### src/rtl/piso_frame_scheduler_if.sv
// Control bundle between the spectrogram frame scheduler and its requester / PISO datapath.
// The master side drives frame requests; the slave side is the scheduler itself.
interface piso_frame_scheduler_if #(
    parameter int SEL_W = 3
);
    logic             enable;
    logic             frame_req;
    logic             ovr_clr;
    logic [SEL_W-1:0] mux_sel;
    logic             sl;
    logic             frame_sync;
    logic             bit_valid;
    logic             frame_done;
    logic             busy;
    logic             overrun;

    modport master (
        output enable, frame_req, ovr_clr,
        input  mux_sel, sl, frame_sync, bit_valid, frame_done, busy, overrun
    );

    modport slave (
        input  enable, frame_req, ovr_clr,
        output mux_sel, sl, frame_sync, bit_valid, frame_done, busy, overrun
    );
endinterface

### src/rtl/piso_frame_scheduler.sv
// Walks every band channel through the 3-bit PISO once per frame request,
// bracketing each frame with sync/done strobes and queueing one pending request.
module piso_frame_scheduler #(
    parameter int N_CHANNELS = 8,
    parameter int SEL_W      = 3,
    parameter int WORD_BITS  = 3
) (
    input logic                  clk,
    input logic                  reset,
    piso_frame_scheduler_if.slave bus
);
    localparam int CNT_W = (WORD_BITS > 2) ? $clog2(WORD_BITS) : 1;

    typedef enum logic [2:0] {IDLE, SYNC, LOAD, SHIFT, DONE} state_t;

    state_t           state, state_next;
    logic [CNT_W-1:0] cnt, cnt_next;
    logic [SEL_W-1:0] ch, ch_next;
    logic             pending, pending_next;
    logic             overrun_q, overrun_next;
    logic             sl_q, sl_next;
    logic             sync_q, sync_next;
    logic             valid_q, valid_next;
    logic             done_q, done_next;
    logic             busy_q, busy_next;
    logic             start, last_bit, last_ch;

    assign start    = ((state == IDLE) || (state == DONE)) && bus.enable &&
                      (bus.frame_req || pending);
    assign last_bit = (cnt == CNT_W'(1));
    assign last_ch  = (ch == SEL_W'(N_CHANNELS - 1));

    always_ff @(posedge clk or posedge reset) begin
        if (reset) begin
            state     <= IDLE;
            cnt       <= '0;
            ch        <= '0;
            pending   <= 1'b0;
            overrun_q <= 1'b0;
            sl_q      <= 1'b0;
            sync_q    <= 1'b0;
            valid_q   <= 1'b0;
            done_q    <= 1'b0;
            busy_q    <= 1'b0;
        end else begin
            state     <= state_next;
            cnt       <= cnt_next;
            ch        <= ch_next;
            pending   <= pending_next;
            overrun_q <= overrun_next;
            sl_q      <= sl_next;
            sync_q    <= sync_next;
            valid_q   <= valid_next;
            done_q    <= done_next;
            busy_q    <= busy_next;
        end
    end

    // The channel register doubles as mux_sel, so it only moves on SYNC or a LOAD advance.
    always_comb begin
        state_next = state;
        cnt_next   = cnt;
        ch_next    = ch;
        case (state)
            IDLE:  if (start) state_next = SYNC;
            SYNC:  state_next = LOAD;
            LOAD: begin
                state_next = SHIFT;
                cnt_next   = CNT_W'(WORD_BITS - 1);
            end
            SHIFT: begin
                cnt_next = cnt - 1'b1;
                if (last_bit) begin
                    if (last_ch) begin
                        state_next = DONE;
                    end else begin
                        state_next = LOAD;
                        ch_next    = ch + 1'b1;
                    end
                end
            end
            DONE:    state_next = start ? SYNC : IDLE;
            default: state_next = IDLE;
        endcase
        if (state_next == SYNC) ch_next = '0;
    end

    // Strobes are computed from the next state so the registered outputs line up with it.
    always_comb begin
        sl_next      = (state_next == LOAD);
        sync_next    = (state_next == SYNC);
        done_next    = (state_next == DONE);
        busy_next    = (state_next != IDLE);
        valid_next   = (state == LOAD) || (state == SHIFT);
        pending_next = pending;
        overrun_next = overrun_q;
        if (start) begin
            pending_next = pending && bus.frame_req;
        end else if (bus.frame_req) begin
            if (pending) overrun_next = 1'b1;
            else         pending_next = 1'b1;
        end
        if (bus.ovr_clr && !(bus.frame_req && pending && !start)) overrun_next = 1'b0;
    end

    assign bus.mux_sel    = ch;
    assign bus.sl         = sl_q;
    assign bus.frame_sync = sync_q;
    assign bus.bit_valid  = valid_q;
    assign bus.frame_done = done_q;
    assign bus.busy       = busy_q;
    assign bus.overrun    = overrun_q;
endmodule

### src/flat_wrapper.sv
// flat-port wrapper written by rule: the top's interface ports become plain ports
module piso_frame_scheduler_flat 
#(
    parameter int N_CHANNELS = 8,
    parameter int SEL_W      = 3,
    parameter int WORD_BITS  = 3
)
  (clk, reset, bus_enable, bus_frame_req, bus_ovr_clr, bus_mux_sel, bus_sl, bus_frame_sync, bus_bit_valid, bus_frame_done, bus_busy, bus_overrun);
  piso_frame_scheduler_if #(.SEL_W(SEL_W)) bus_i ();
  input logic clk;
  input logic reset;
  input wire logic [$bits(bus_i.enable)-1:0] bus_enable;
  input wire logic [$bits(bus_i.frame_req)-1:0] bus_frame_req;
  input wire logic [$bits(bus_i.ovr_clr)-1:0] bus_ovr_clr;
  output wire logic [$bits(bus_i.mux_sel)-1:0] bus_mux_sel;
  output wire logic [$bits(bus_i.sl)-1:0] bus_sl;
  output wire logic [$bits(bus_i.frame_sync)-1:0] bus_frame_sync;
  output wire logic [$bits(bus_i.bit_valid)-1:0] bus_bit_valid;
  output wire logic [$bits(bus_i.frame_done)-1:0] bus_frame_done;
  output wire logic [$bits(bus_i.busy)-1:0] bus_busy;
  output wire logic [$bits(bus_i.overrun)-1:0] bus_overrun;
  assign bus_i.enable = bus_enable;
  assign bus_i.frame_req = bus_frame_req;
  assign bus_i.ovr_clr = bus_ovr_clr;
  assign bus_mux_sel = bus_i.mux_sel;
  assign bus_sl = bus_i.sl;
  assign bus_frame_sync = bus_i.frame_sync;
  assign bus_bit_valid = bus_i.bit_valid;
  assign bus_frame_done = bus_i.frame_done;
  assign bus_busy = bus_i.busy;
  assign bus_overrun = bus_i.overrun;
  piso_frame_scheduler #(.N_CHANNELS(N_CHANNELS), .SEL_W(SEL_W), .WORD_BITS(WORD_BITS)) u_core (.clk(clk), .reset(reset), .bus(bus_i));
endmodule
### config.mk
export PLATFORM = sky130hd
export DESIGN_NAME = piso_frame_scheduler_flat
export DESIGN_NICKNAME = d
export VERILOG_FILES = /design/src/rtl/piso_frame_scheduler_if.sv /design/src/rtl/piso_frame_scheduler.sv /design/src/flat_wrapper.sv
export SDC_FILE = /design/constraint.sdc
export NUM_CORES = 1
export LEC_CHECK = 0
export BUFFER_PORTS_ARGS = -buffer_cell sky130_fd_sc_hd__buf_2
export CAP_MARGIN = 25
export CORE_MARGIN = 4
export CORE_UTILIZATION = 45
export CTS_CLUSTER_SIZE = 30
export DETAILED_ROUTE_END_ITERATION = 8
export PLACE_DENSITY_LB_ADDON = 0.1
export SETUP_SLACK_MARGIN = 0.1
export SYNTH_ARGS = -nofsm -noshare
export SYNTH_HDL_FRONTEND = slang
export SYNTH_SLANG_ARGS = --single-unit
### constraint.sdc
create_clock -name clk -period 1.5 [get_ports clk]
set_clock_uncertainty 0.15 [all_clocks]
set_input_delay 0.3 -clock clk [delete_from_list [all_inputs] [get_ports clk]]
set_output_delay 0.3 -clock clk [all_outputs]
set_load 0.005 [all_outputs]
==> flow_metrics.py <==
metrics = {
    "timing": {
        "setup_viol": 0,
        "clock.fmax_mhz": 683.5,
        "drv_slew": 0,
        "rsz0062_at_grt": "yes",
        "fin_crit_sh": 0.9753,
        "min_period_ns": 1.463,
        "max_slew_margin": 0.6173,
        "fin_hold_ws_ns": 0.1505,
        "hold_viol": 0,
        "tightest_slew_ns": 0.5733,
    },
    "floorplanning": {
        "die_h_um": 45.58,
        "start_util": 0.4824,
        "die_area_um2": 2078,
        "rows": 13,
        "core_um2": 1318,
        "ios": 14,
        "fp.dieW_um": 45.58,
    },
    "synth": {
        "yosys_warnings": 0,
        "synth_top_cell_by_area": "dfrtp_1",
        "synth_cells": 53,
        "syn_avg_cell_area_um2": 11.99,
        "synth-seq-area-share": 0.5906,
        "synthTopCellsByArea": "dfrtp_1 59%, ha_1 5.9%, o21ai_0 4.7%",
        "ys.flop_type": "dfrtp_1",
        "synth_most_common_cell": "dfrtp_1",
        "synth_seq_cells": 15,
        "synth-async-reset-ratio": 1.000,
        "synth.top_cell.area_share": 0.5906,
        "synth_nets": 61,
        "ys_top_cells_by_count": "15 x dfrtp_1, 6 x inv_1, 6 x o21ai_0",
        "synth_edf_count": 0,
        "synth_cell_types": 20,
        "synth.cell_area_um2": 635.6,
    },
    "layout": {
        "area_delta_synth_final_pct": 35.83,
        "fin_nets": 86,
        "fin_cells": 92,
        "fin_area_um2": 863.3,
        "fin_util": 0.6553,
        "drive_gt1_frac": 0.5065,
        "insertedDiodeCount": 0,
    },
    "global_route": {
        "grt_first_pass_wirelength_mm": 2.249,
        "grt_max_degree": 16,
        "grt_overflow": 0,
        "track_usage": 0.1545,
        "grt_antenna_before_repair": 0,
        "first_global_vias": 521,
    },
    "route": {
        "drtAntennaViolNets": 0,
        "wire_per_inst_um": 14.30,
        "dr.first_iter.drc_count": 5,
        "via_per_inst": 5.326,
        "drcViolationCount": 0,
        "drtPass1Iterations": 4,
        "wl_mm": 1.316,
        "vias": 490,
    },
    "power": {
        "power_density_nw_per_um2": 1617,
        "p_leak_nw": 0.3915,
        "ir_drop_uv": 802.4,
    },
    "clock_tree": {
        "numCtsBuffers": 3,
        "clockRootBuffer": "clkbuf_4",
        "clk_latency_ns": 0.28,
        "clkSlewWorstSetupHoldPaths_ns": 0.09,
        "clk_path_buf_depth": 2,
        "htreeDepth": 1,
        "numClockSinks": 15,
        "cts_tree": "done",
    },
    "placed_design": {
        "place_area_um2": 769.5,
        "finalWeightedCongestion": 0.7151,
        "dp_hpwl_um": 929.7,
        "portBuffers": 13,
        "placed_cells": 84,
    },
    "critical_path": {
        "critPathLaunchType": "flip-flop",
        "critPathRequiredTime_ns": 1.57,
        "critPathMaxFanout": 5,
        "worst-setup-path-type": "flip-flop to flip-flop",
        "ff2ff_path_depth": 4,
        "worstSetupEndpointType": "flip-flop",
        "cp.arrival_ns": 1.53,
    },
    "worst_hold_path": {
        "min_path_type": "primary input to flip-flop",
        "hold_depth": 2,
    },
    "outcome": {
        "status": "finished clean",
    },
    "job": {
        "maxCapViolCount": 0,
    },
}
-- report_power, final --
group / total [mW] / internal, mW / switching [mW] / leakage, nW
clock: 0.226 / 0.0990 / 0.127 / 0.0177
combinational: 0.595 / 0.329 / 0.266 / 0.202
sequential: 0.575 / 0.500 / 0.0756 / 0.172
total: 1.40 / 0.927 / 0.469 / 0.391
-- through the flow --
stage	power, mW	TNS [ns]	setup WS, ns
after detailed placement	1.074	0	0.03134
after global placement	1.043	0	0.06787
final	1.396	0	0.03702
after CTS	1.310	0	0.01568
after global routing	1.521	-0.03485	-0.02108
after floorplan	0.8927	0	0.1023
-- worst paths after layout --
path	start	to	slack, ns
max in group asynchronous	reset	u_core.bus.frame_sync	0.36
setup / recovery	u_core.bus.mux_sel[1]	u_core.bus.mux_sel[0]	0.04
min in group asynchronous	reset	u_core.bus.busy	0.46
hold / removal	bus_frame_req	u_core.bus.overrun	0.15
hold reg to reg	u_core.bus.overrun	u_core.bus.overrun	0.34
setup reg to reg	u_core.bus.mux_sel[1]	u_core.bus.mux_sel[0]	0.04
-- layout make-up --
| type | count | area [µm²] |
|---|---|---|
| repair buffers | 20 | 123.9 |
| well taps | 15 | 18.77 |
| clock inverters | 1 | 5.005 |
| inverters | 6 | 25.02 |
| flip-flops and latches | 15 | 375.4 |
| fillers | 106 | 454.2 |
| multi-input cells | 32 | 292.8 |
| clock buffers | 3 | 22.52 |
-- logic make-up (layout without fill, tap and decap cells) --
| kind of cell | Yosys count | after routing | synth area share |
|---|---|---|---|
| compound gates | 14 | 14 | 0.1516 |
| fa+ha+maj | 4 | 4 | 0.07481 |
| buf+inv | 6 | 30 | 0.03543 |
| flops | 15 | 15 | 0.5906 |
| simple gates | 14 | 14 | 0.1477 |
-- worst max-delay path, cell delays in order (launching register included) --
cell	delay, ns
dfrtp_1	0.41
ha_2	0.21
ha_4	0.18
or3_4	0.33
a21oi_2	0.12
-- layout by cell type, fill, tap and decap left out, drive strengths merged --
master / count
inv: 6
nand4b: 1
maj3: 1
a311oi: 1
o211a: 1
o211ai: 1
nand3: 2
nand2b: 1
o21ai: 6
a21oi: 4
dlygate4sd3: 1
nor3b: 1
ha: 3
buf: 19
clkbuf: 3
or3: 1
nand2: 3
dfrtp: 15
and2: 1
and4b: 1
nor2: 3
a32o: 1
clkinv: 1
-- flip-flops by register name, summed over array words and instances, names as in the netlist --
signal / flops
u_core.bus.bit_valid: 1
u_core.bus.busy: 1
u_core.bus.frame_sync: 1
u_core.pending: 1
u_core.cnt: 2
u_core.bus.frame_done: 1
u_core.bus.sl: 1
u_core.bus.mux_sel: 3
u_core.state: 3
u_core.bus.overrun: 1
-- routing by layer --
layer,global-route usage,vias to the layer above,part of all wire
met2,0.2563,16,0.51
met4,0.08772,0,0.029
met5,0,-,0
li1,-,233,-
met1,0.1880,234,0.41
met3,0.02372,7,0.052
-- timing repair --
action                                 in CTS  in global routing
pin swaps                                   1                  5
gates resized for setup                     3                  9
buffers inserted                            1                  2
setup endpoints to repair                   5                  5
endpoints found under the hold margin      15                  0
hold buffers                                1                  0
(Power assumes the default switching activity.)
